$ cat config.mk
export PLATFORM = sky130hd
export DESIGN_NAME = regfile_arbiter
export DESIGN_NICKNAME = d
export VERILOG_FILES = /design/src/rtl/regfile_arbiter.sv
export SDC_FILE = /design/constraint.sdc
export NUM_CORES = 1
export LEC_CHECK = 0
export ABC_AREA = 1
export CAP_MARGIN = 20
export CORE_AREA = 2 2 80 120
export DETAILED_ROUTE_END_ITERATION = 12
export DIE_AREA = 0 0 82 122
export PLACE_DENSITY_LB_ADDON = 0.2
export SYNTH_ARGS = -nofsm -noshare
export SYNTH_HDL_FRONTEND = slang
export SYNTH_SLANG_ARGS = --single-unit
$ cat constraint.sdc
create_clock -name clk -period 2.95 [get_ports clk]
set_clock_uncertainty 0.1 [all_clocks]
set_input_delay 0.59 -clock clk [delete_from_list [all_inputs] [get_ports clk]]
set_output_delay 0.59 -clock clk [all_outputs]
set_load 0.005 [all_outputs]
$ cat src/rtl/regfile_arbiter.sv
// Round-robin arbiter and sequencer sharing one storage register among N_REQ requesters.
// Each grant runs a short write or read sequence on the register's control inputs and returns a done pulse.
module regfile_arbiter #(
  parameter int unsigned N_REQ = 4,
  parameter int unsigned W     = 16
) (
  input  logic               clk,
  input  logic               reset,
  input  logic [N_REQ-1:0]   req,
  input  logic [N_REQ-1:0]   req_wr,
  input  logic [N_REQ*W-1:0] req_data,
  output logic [N_REQ-1:0]   gnt,
  output logic               done,
  output logic [W-1:0]       rd_data,
  output logic               rd_valid,
  output logic               rd_err,
  output logic               rf_mode,
  output logic               rf_din,
  output logic [W-1:0]       rf_in,
  output logic               rf_reset,
  input  logic [W-1:0]       rf_out
);

  localparam int unsigned IDX_W = $clog2(N_REQ);

  typedef enum logic [2:0] {IDLE, WR, RD_SETUP, RD_CAP, DONE} state_t;

  state_t           state, state_nxt;
  logic [IDX_W-1:0] gnt_idx, gnt_idx_nxt;
  logic [IDX_W-1:0] rr_ptr, rr_ptr_nxt;
  logic             loaded, loaded_nxt;
  logic             rst_q;
  logic [N_REQ-1:0] gnt_nxt;
  logic             done_nxt, rd_valid_nxt, rd_err_nxt, rf_mode_nxt, rf_din_nxt;
  logic [W-1:0]     rd_data_nxt, rf_in_nxt;
  logic             win_found;
  logic [IDX_W-1:0] win_idx;

  // Outputs are registered from the next-state decode so they line up with the state they belong to.
  always_ff @(posedge clk) begin
    if (reset) begin
      state    <= IDLE;
      gnt_idx  <= '0;
      rr_ptr   <= '0;
      loaded   <= 1'b0;
      gnt      <= '0;
      done     <= 1'b0;
      rd_data  <= '0;
      rd_valid <= 1'b0;
      rd_err   <= 1'b0;
      rf_mode  <= 1'b0;
      rf_din   <= 1'b0;
      rf_in    <= '0;
      rst_q    <= 1'b1;
      rf_reset <= 1'b1;
    end else begin
      state    <= state_nxt;
      gnt_idx  <= gnt_idx_nxt;
      rr_ptr   <= rr_ptr_nxt;
      loaded   <= loaded_nxt;
      gnt      <= gnt_nxt;
      done     <= done_nxt;
      rd_data  <= rd_data_nxt;
      rd_valid <= rd_valid_nxt;
      rd_err   <= rd_err_nxt;
      rf_mode  <= rf_mode_nxt;
      rf_din   <= rf_din_nxt;
      rf_in    <= rf_in_nxt;
      rst_q    <= 1'b0;
      rf_reset <= rst_q;  // holds the register in reset one cycle past deassertion
    end
  end

  always_comb begin
    state_nxt    = state;
    gnt_idx_nxt  = gnt_idx;
    rr_ptr_nxt   = rr_ptr;
    loaded_nxt   = loaded;
    gnt_nxt      = gnt;
    done_nxt     = 1'b0;
    rd_data_nxt  = rd_data;
    rd_valid_nxt = 1'b0;
    rd_err_nxt   = 1'b0;
    rf_mode_nxt  = 1'b0;
    rf_din_nxt   = 1'b0;
    rf_in_nxt    = rf_in;
    win_found    = 1'b0;
    win_idx      = '0;

    // First pending request searching upward from rr_ptr with wrap.
    for (int unsigned k = 0; k < N_REQ; k++) begin
      logic [IDX_W-1:0] cand;
      cand = IDX_W'((32'(rr_ptr) + k) % N_REQ);
      if (!win_found && req[cand]) begin
        win_found = 1'b1;
        win_idx   = cand;
      end
    end

    case (state)
      IDLE: begin
        if (win_found) begin
          gnt_nxt          = '0;
          gnt_nxt[win_idx] = 1'b1;
          gnt_idx_nxt      = win_idx;
          if (req_wr[win_idx]) begin
            state_nxt  = WR;
            rf_din_nxt = 1'b1;
            rf_in_nxt  = req_data[32'(win_idx)*W +: W];
          end else if (loaded) begin
            state_nxt   = RD_SETUP;
            rf_mode_nxt = 1'b1;
          end else begin
            state_nxt   = DONE;
            done_nxt    = 1'b1;
            rd_err_nxt  = 1'b1;
            rd_data_nxt = '0;
          end
        end
      end
      WR: begin
        loaded_nxt = 1'b1;
        state_nxt  = DONE;
        done_nxt   = 1'b1;
      end
      RD_SETUP: begin
        state_nxt   = RD_CAP;
        rf_mode_nxt = 1'b1;
      end
      RD_CAP: begin
        state_nxt    = DONE;
        rd_data_nxt  = rf_out;
        rd_valid_nxt = 1'b1;
        done_nxt     = 1'b1;
      end
      DONE: begin
        state_nxt  = IDLE;
        gnt_nxt    = '0;
        rr_ptr_nxt = (gnt_idx == IDX_W'(N_REQ - 1)) ? '0 : gnt_idx + IDX_W'(1);
      end
      default: begin
        state_nxt = IDLE;
        gnt_nxt   = '0;
      end
    endcase
  end

endmodule

==> results of run 1 <==
[Yosys cell counts (3+ instances only)]
cell type,n
nand3_1,11
nand2_1,75
buf_2,3
clkbuf_1,9
buf_6,5
nor2_1,67
nor2_2,10
a21oi_1,16
o21ai_2,10
nand3_2,3
inv_1,15
o21ai_1,13
inv_2,4
o21ai_0,44
nand2_2,9
o22ai_1,16
dfxtp_1,51
[power groups by stage]
stage	combinational (mW)	clock (mW)	sequential, mW
floorplan	1.78	0	0.934
global placement	2.59	0	0.946
detailed placement	2.62	0	0.949
CTS	2.63	0.683	0.937
global route	2.91	0.708	0.955
finish	2.60	0.665	0.934
[worst max-delay path, cell delays in order]
cell and delay (ns):
clkdlybuf4s50_1 0.42, inv_1 0.08, nand2_1 0.07, nand3_1 0.15
nand2_2 0.09, nor2_4 0.16, nand3_1 0.09, nand3_1 0.09
nand2_2 0.09, inv_2 0.10, nand3_1 0.11, nand2_4 0.13
nor2_8 0.07, buf_4 0.18, o21ai_1 0.13, nor2_1 0.07
[cell families (layout without fill, tap and decap cells)]
kind of cell    Yosys count  after routing  share of synthesized area (%)
simple gates            184            184                          31.82
compound gates          100            100                          21.24
flops                    51             51                          38.69
buf+inv                  40            172                          7.776
fa+ha+maj                 1              1                         0.4741
[worst min-delay path by stage]
stage	to	slack, ns
after global placement	rf_reset	0.30
final	rf_reset	0.32
after global routing	rf_reset	0.34
after CTS	rf_reset	0.33
after detailed placement	rf_reset	0.31
after floorplan	rf_reset	0.29
[layer usage]
metal | vias up | wire length, um
li1 | 1495 | -
met3 | 22 | 520
met4 | 0 | 314
met1 | 1344 | 3306
met2 | 88 | 4250
met5 | - | 0
[registers in the layout (all words and copies together), names as in the netlist, 2 cells and up]
register and flops:
rd_data 16, rf_in 16, gnt 4, state 3, gnt_idx 2, rr_ptr 2
[area by class of cell]
class                   instances  area, um2  area share (%)
clock inverters                 3      46.29           1.087
inverters                      21      88.84           2.085
flip-flops and latches         51       1021           23.96
multi-input cells             285       1413           33.16
well taps                     112      140.1           3.289
repair buffers                143       1426           33.48
clock buffers                   5      125.1           2.937
==> flow_summary.ini, run 1 <==
[status]
status = finished clean

[sta]
setup_tns_ns = 0
worstMarginPinSlew_ns = 0.9080
finalHoldViolCount = 0
rsz0062_at_grt = false
fmax_ghz = 0.3946
worst_slack_ns = 0.4160
finalCritPeriodShare_pct = 85.90
max-slew-margin-rel_pct = 39.24
slew_violations = 0
setup_violations = 0
hold_slack_ns = 0.3204
period_needed_ns = 2.534

[placement]
post-dp-hpwl_um = 6445
dp_slack_ns = 0.1227
io_buffers = 131
dpl.cell_count = 612
gp_congestion = 0.7953
place_area_um2 = 4089

[pwr]
ir_drop_mv = 0.4749
switching_share_pct = 45.22
leakage_nw = 1.662
p_seq_share_pct = 22.3
power_mw = 4.197
p_int_mw = 2.299
combPwrFrac_pct = 61.9
power.switching_mw = 1.898
power.density_nw_per_um2 = 985.2
clkPwrFrac_pct = 15.8

[synthesis]
ys_warn_count = 0
ys_seq_elements = 51
synth_nets = 467
syn-cell-area_um2 = 2639
synth_cells = 376
ys_seq_area_share_pct = 38.69
yosysTopAreaCellShare_pct = 38.69
async_flop_share_pct = 0
synth_edf_count = 0
ys.flop_type = dfxtp_1
synth.distinct_cells = 29
netlist_top_cells_area = dfxtp_1, nand2_1, nor2_1, o21ai_0, o22ai_1
avgSynthCellArea_um2 = 7.018
synth_largest_area_cell = dfxtp_1

[drt]
wl_um = 8391
vias_per_cell = 4.756
via_count = 2949
antenna_left = 0
wl_per_cell_um = 13.53
drc = 0
drt_iter0_markers = 95
drt_pre_antenna_iters = 4

[global_route]
grt_pass1_vias = 2963
grt_max_degree = 33
grt.total_usage_pct = 17.56
antenna_found_initial = 0
use_met1_pct = 19.21
use_met2_pct = 30.69
grt.met3_usage_pct = 4.593
grt-busiest-layer = met2
grt_overflow = 0
grt_pass1_wl_um = 13650

[worst_setup_path]
critPathArrivalTime_ns = 2.61
r2r_end = rf_in[11]
critical_path.endpoint_type = flop
crit_type = in2reg
cp_max_fo = 10
reg2reg_depth = 14
ff2ff_setup_slack_ns = 0.48
crit_start = req[3]
cp-start-kind = input pin
crit_required_ns = 3.03
crit_path_end = rf_in[11]
regToRegStartpoint = rr_ptr[0]

[layout]
final_area_um2 = 4260
syn2layout_area_growth_pct = 61.45
final_cells = 620
drive_gt1_share_pct = 12.80
antenna_cells = 0
layout_common_cells = clkdlybuf4s50_1, nand2_1, nor2_1
nets = 598
fillers = 931
mostFrequentLayoutCell = clkdlybuf4s50_1
final_core_utilization_pct = 47.13

[clock_tree]
cts_buffer_depth = 2
cts_buffers = 5
cts-resized-gates = 0
clk_pin_slew_ns = 0.07
htreeDepth = 2
root_buffer = clkbuf_16
clock_latency_ns = 0.29
holdBufCountCts = 0
clkSinkCount = 51
cts_tree = built
postCtsSetupBuffers = 0

[floorplan]
coreArea_um2 = 9039
io_pins = 132
initial_core_util_pct = 29.19
die_width_um = 82
rows = 43
die_area_um2 = 10000
die_y_um = 122

[flow_run]
max_cap_viol_count = 0

[min_path]
worstHoldPathType = reg2reg
hold_start = rst_q
min_path_cells = 1
No activity file was read; power rests on OpenSTA's default activity.
==> inputs of run 2 (changes only) <==
--- a/config.mk
+++ b/config.mk
@@ -7,9 +7,11 @@
 export LEC_CHECK = 0
 export ABC_AREA = 1
 export CAP_MARGIN = 20
-export CORE_AREA = 2 2 80 120
+export CELL_PAD_IN_SITES_DETAIL_PLACEMENT = 1
+export CELL_PAD_IN_SITES_GLOBAL_PLACEMENT = 1
+export CORE_AREA = 2 2 84 127
 export DETAILED_ROUTE_END_ITERATION = 12
-export DIE_AREA = 0 0 82 122
+export DIE_AREA = 0 0 86 129
 export PLACE_DENSITY_LB_ADDON = 0.2
 export SYNTH_ARGS = -nofsm -noshare
 export SYNTH_HDL_FRONTEND = slang
==> run 2 against run 1 <==
  * Clock-buffer cell count grew 2
  * Global-route usage down 0.22 points
  * Routed wire length is 11% higher
  * Flip-flop and latch count unchanged
  * Cell area down 0.32%
  * Non-clock buffer count unchanged
  * Largest power group unchanged
==> flow_summary.ini, run 2 (synthesis results as in run 1) <==
[worst_setup_path]
crit_family = simple AND/OR/NAND/NOR gates
critical_path.endpoint_type = flop
path_cells = clkdlybuf4s50_1 -> inv_1 -> nand2_1 -> nand3_1 -> nand2_2 -> nor2_4 -> nand3_4 -> nand3_4 -> buf_4 -> nor2_1 -> o22ai_1 -> nor2_1 -> nor2_1
crit_slowest_cell = clkdlybuf4s50_1
cp_num_buf_inv = 3
crit_required_ns = 3.07
cp_max_fo = 32
cp-start-kind = input pin
worst_path_largest_cell_delay_ns = 0.42
crit_type = in2reg
cpMostUsedCell = nor2_1
critPathArrivalTime_ns = 2.72

[flow_run]
max_cap_viol_count = 0

[drt]
via_count = 2961
routed-wl-met2_um = 4923
wl_um = 9324
wl_met1_um = 3773
drc = 0
drt_pre_antenna_iters = 4
wl_met3_um = 436
top_layer = met4
antenna_left = 0
vias_per_cell = 4.738
drt_iter0_markers = 87
wl_per_cell_um = 14.92

[floorplan]
coreArea_um2 = 9966
die_area_um2 = 11090
io_pins = 132
die_y_um = 129
initial_core_util_pct = 26.48
rows = 45
die_width_um = 86

[layout]
drive_gt1_share_pct = 12.60
final_area_um2 = 4247
antenna_cells = 0
mostFrequentLayoutCell = clkdlybuf4s50_1
fillers = 1234
largestRegisters = rd_data: 16 flops, rf_in: 16 flops, gnt: 4 flops
syn2layout_area_growth_pct = 60.93
final_cells = 625
nets = 598
layout_common_cells = clkdlybuf4s50_1, nand2_1, nor2_1

[clock_tree]
postCtsSetupBuffers = 0
clock_latency_ns = 0.29
root_buffer = clkbuf_16
htreeDepth = 2
clkSinkCount = 51
cts-resized-gates = 0
clk_pin_slew_ns = 0.07
holdBufCountCts = 0
cts_buffers = 5
cts_buffer_depth = 2
cts_tree = built

[placement]
post-dp-hpwl_um = 7196
place_area_um2 = 4095
gp_congestion = 0.8193
io_buffers = 131
dpl.cell_count = 617

[pwr]
power.density_nw_per_um2 = 986.6
power_mw = 4.190
leakage_nw = 1.656
ir_drop_mv = 0.4104

[sta]
hold_slack_ns = 0.3146
rsz0062_at_grt = false
slew_violations = 0
fmax_ghz = 0.3854
max-slew-margin-rel_pct = 38.61
period_needed_ns = 2.595
finalCritPeriodShare_pct = 87.97
finalHoldViolCount = 0
setup_violations = 0
setup_tns_ns = 0
worstMarginPinSlew_ns = 0.9174

[status]
status = finished clean

[min_path]
worstHoldPathType = reg2reg

[global_route]
grt_pass1_vias = 3256
grt_overflow = 0
grt.total_usage_pct = 17.34
grt_pass1_wl_um = 15420
antenna_found_initial = 0
grt_max_degree = 33
run 2: changes by cell type in the layout (fill, tap and decap cells not counted):
| cell | change |
|---|---|
| clkinv_4 | +1 |
| inv_6 | -1 |
| clkinvlp_4 | -1 |
| bufinv_16 | -1 |
| clkbuf_1 | +1 |
| clkbuf_8 | +1 |
run 2: worst reg2reg max path: cells and delay by family, from the launching register on:
kind,cells,cell delay [ns]
AND/OR/NAND/NOR,9,0.99
buffers and inverters,3,0.49
flip-flops,1,0.66
AO/OA/AOI/OAI,1,0.26
run 2: where the power goes:
| part | leakage (nW) | total, mW | switching (mW) | internal, mW |
|---|---|---|---|---|
| registers | 0.417 | 0.947 | 0.104 | 0.843 |
| clock network | 0.0741 | 0.599 | 0.259 | 0.340 |
| logic | 1.16 | 2.64 | 1.59 | 1.05 |
run 2: per-layer routing:
layer | up-vias | GRT usage (%)
met2 | 73 | 32.65
met3 | 14 | 3.720
met1 | 1378 | 18.92
met5 | - | 0
met4 | 0 | 5.602
li1 | 1496 | -
run 2: area by class of cell:
class | instances | area (um2) | area share, %
tap | 117 | 146.4 | 3.447
clock inverter | 1 | 8.758 | 0.2062
sequential | 51 | 1021 | 24.04
inverter | 21 | 88.84 | 2.092
timing repair buffer | 143 | 1426 | 33.59
clock buffer | 7 | 142.6 | 3.359
multi-input combinational | 285 | 1413 | 33.26
run 2: path summary, 6_finish.rpt:
path	startpoint	to	slack [ns]	depth (start not counted)
max	req[1]	rf_in[3]	0.36	13
min	rst_q	rf_reset	0.31	1
max reg2reg	rr_ptr[0]	rf_in[3]	0.39	13
min reg2reg	rst_q	rf_reset	0.31	1
run 2: through the flow:
step	util, %	setup WS, ns
finish	42.61	0.3550
global route	42.61	0.1430
CTS	42.61	0.3751
detailed placement	41.09	0.08086
global placement	41.09	0.1701
floorplan	-	0.7393
==> inputs of run 3 (changes only) <==
--- a/config.mk
+++ b/config.mk
@@ -7,7 +7,7 @@
 export LEC_CHECK = 0
 export ABC_AREA = 1
 export CAP_MARGIN = 20
-export CELL_PAD_IN_SITES_DETAIL_PLACEMENT = 1
+export CELL_PAD_IN_SITES_DETAIL_PLACEMENT = 0
 export CELL_PAD_IN_SITES_GLOBAL_PLACEMENT = 1
 export CORE_AREA = 2 2 84 127
 export DETAILED_ROUTE_END_ITERATION = 12
==> run 3 against run 2 <==
  * Final cell count fell by 0.32%
  * Hold slack got worse by 0.0019 ns
  * Via count fell by 1.8%
  * First-iteration DRC count rose by 18%
  * Register-to-register slack improved by 0.12 ns
  * Non-clock buffer count did not move
  * Setup slack improved by 0.088 ns
  * Clock-buffer cell count fell by 1
  * Critical path depth rose by 2
  * Sequential share of layout area rose by 0.13 points
  * Combinational power fell by 2%
  * Largest power group unchanged
  * Highest routed layer unchanged
==> flow_summary.ini, run 3 (synthesis results as in run 1) <==
[status]
status = finished clean

[sta]
worstMarginPinSlew_ns = 0.9381
rsz0062_at_grt = false
hold_slack_ns = 0.3127
setup_tns_ns = 0
setup_violations = 0
max-slew-margin-rel_pct = 37.23
period_needed_ns = 2.507
slew_violations = 0
finalHoldViolCount = 0
finalCritPeriodShare_pct = 84.99
fmax_ghz = 0.3989

[pwr]
power.switching_mw = 1.882
switching_share_pct = 46.08
power_mw = 4.084
ir_drop_mv = 0.3877
power.density_nw_per_um2 = 967.0
p_int_mw = 2.202
p_seq_share_pct = 23.0
combPwrFrac_pct = 63.7
leakage_nw = 1.645
clkPwrFrac_pct = 13.3

[layout]
drive_gt1_share_pct = 12.25
syn2layout_area_growth_pct = 60.08
nets = 598
antenna_cells = 0
mostFrequentLayoutCell = clkdlybuf4s50_1
final_area_um2 = 4224
layout_common_cells = clkdlybuf4s50_1, nand2_1, nor2_1
largestRegisters = rd_data: 16 flops, rf_in: 16 flops, gnt: 4 flops
final_core_utilization_pct = 42.39

[worst_setup_path]
crit_type = in2reg
cp-start-kind = input pin
regToRegStartpoint = rr_ptr[0]
crit_required_ns = 3.08
cp_max_fo = 13
reg2reg_depth = 13
critical_path.endpoint_type = flop
critPathArrivalTime_ns = 2.63
r2r_end = rf_in[14]
crit_path_end = rf_in[14]
ff2ff_setup_slack_ns = 0.51
crit_start = req[3]

[floorplan]
rows = 45
die_width_um = 86
die_area_um2 = 11090
coreArea_um2 = 9966
initial_core_util_pct = 26.48
io_pins = 132
die_y_um = 129

[placement]
post-dp-hpwl_um = 6585
io_buffers = 131
place_area_um2 = 4095
gp_congestion = 0.8193

[global_route]
grt_pass1_wl_um = 13920
grt_max_degree = 33
grt_pass1_vias = 2841
grt.total_usage_pct = 15.80
antenna_found_initial = 0
grt_overflow = 0

[clock_tree]
cts_buffers = 5
holdBufCountCts = 0
postCtsSetupBuffers = 0
root_buffer = clkbuf_16
clock_latency_ns = 0.28
cts-resized-gates = 0
cts_tree = built
htreeDepth = 2
clk_pin_slew_ns = 0.06
cts_buffer_depth = 2
clkSinkCount = 51

[drt]
via_count = 2907
wl_per_cell_um = 13.93
wl_um = 8678
vias_per_cell = 4.666
antenna_left = 0
drc = 0
drt_pre_antenna_iters = 4
drt_iter0_markers = 103

[flow_run]
max_cap_viol_count = 0

[min_path]
worstHoldPathType = reg2reg
==> run 3: changes by cell type in the layout (fill, tap and decap cells not counted), sizes merged <==
cell,previous run,this run
clkbuf,7,6
clkinv,1,0
==> run 3: worst min-delay path by stage <==
stage                     to  startpoint  cells after the start  slack, ns
floorplan           rf_reset       rst_q                      1       0.29
global placement    rf_reset       rst_q                      1       0.29
detailed placement  rf_reset       rst_q                      1       0.31
CTS                 rf_reset       rst_q                      1       0.32
global route        rf_reset       rst_q                      1       0.34
finish              rf_reset       rst_q                      1       0.31
==> run 3: layout make-up <==
class | instances | area, um2
Timing Repair Buffer | 143 | 1426
Tap cell | 117 | 146.4
Clock buffer | 6 | 128.9
Sequential cell | 51 | 1021
Inverter | 21 | 88.84
Multi-Input combinational cell | 285 | 1413
Fill cell | 1027 | 5742
==> run 3: per-stage QoR <==
stage | instances | worst slack, ns
final | 623 | 0.4429
after global routing | 623 | 0.2552
after CTS | 623 | 0.4468
after detailed placement | 617 | 0.1501
after global placement | 617 | 0.1701
after floorplan | 376 | 0.7393
==> run 3: metal layers <==
metal	vias up	track usage, %	part of all wire, %
li1	1494	-	-
met1	1316	18.34	41
met2	81	27.31	50
met3	16	4.233	5.8
met4	0	6.256	2.6
met5	-	0	0
==> run 3: critical path: stages <==
cell             delay, ns
clkdlybuf4s50_1       0.42
inv_1                 0.08
nand2_1               0.06
nand3_1               0.14
nand2_2               0.09
nor2_4                0.16
nand3_1               0.09
nand3_1               0.09
nand2_2               0.09
inv_2                 0.09
buf_4                 0.20
o21ai_0               0.11
o22ai_1               0.29
nor2_2                0.05
nor2_1                0.07
==> run 3: power groups by stage <==
stage | clock [mW] | sequential [mW] | combinational, mW
after floorplan | 0 | 0.934 | 1.78
after global placement | 0 | 0.957 | 2.62
after detailed placement | 0 | 0.954 | 2.64
after CTS | 0.562 | 0.941 | 2.65
after global routing | 0.584 | 0.961 | 2.90
final | 0.542 | 0.939 | 2.60
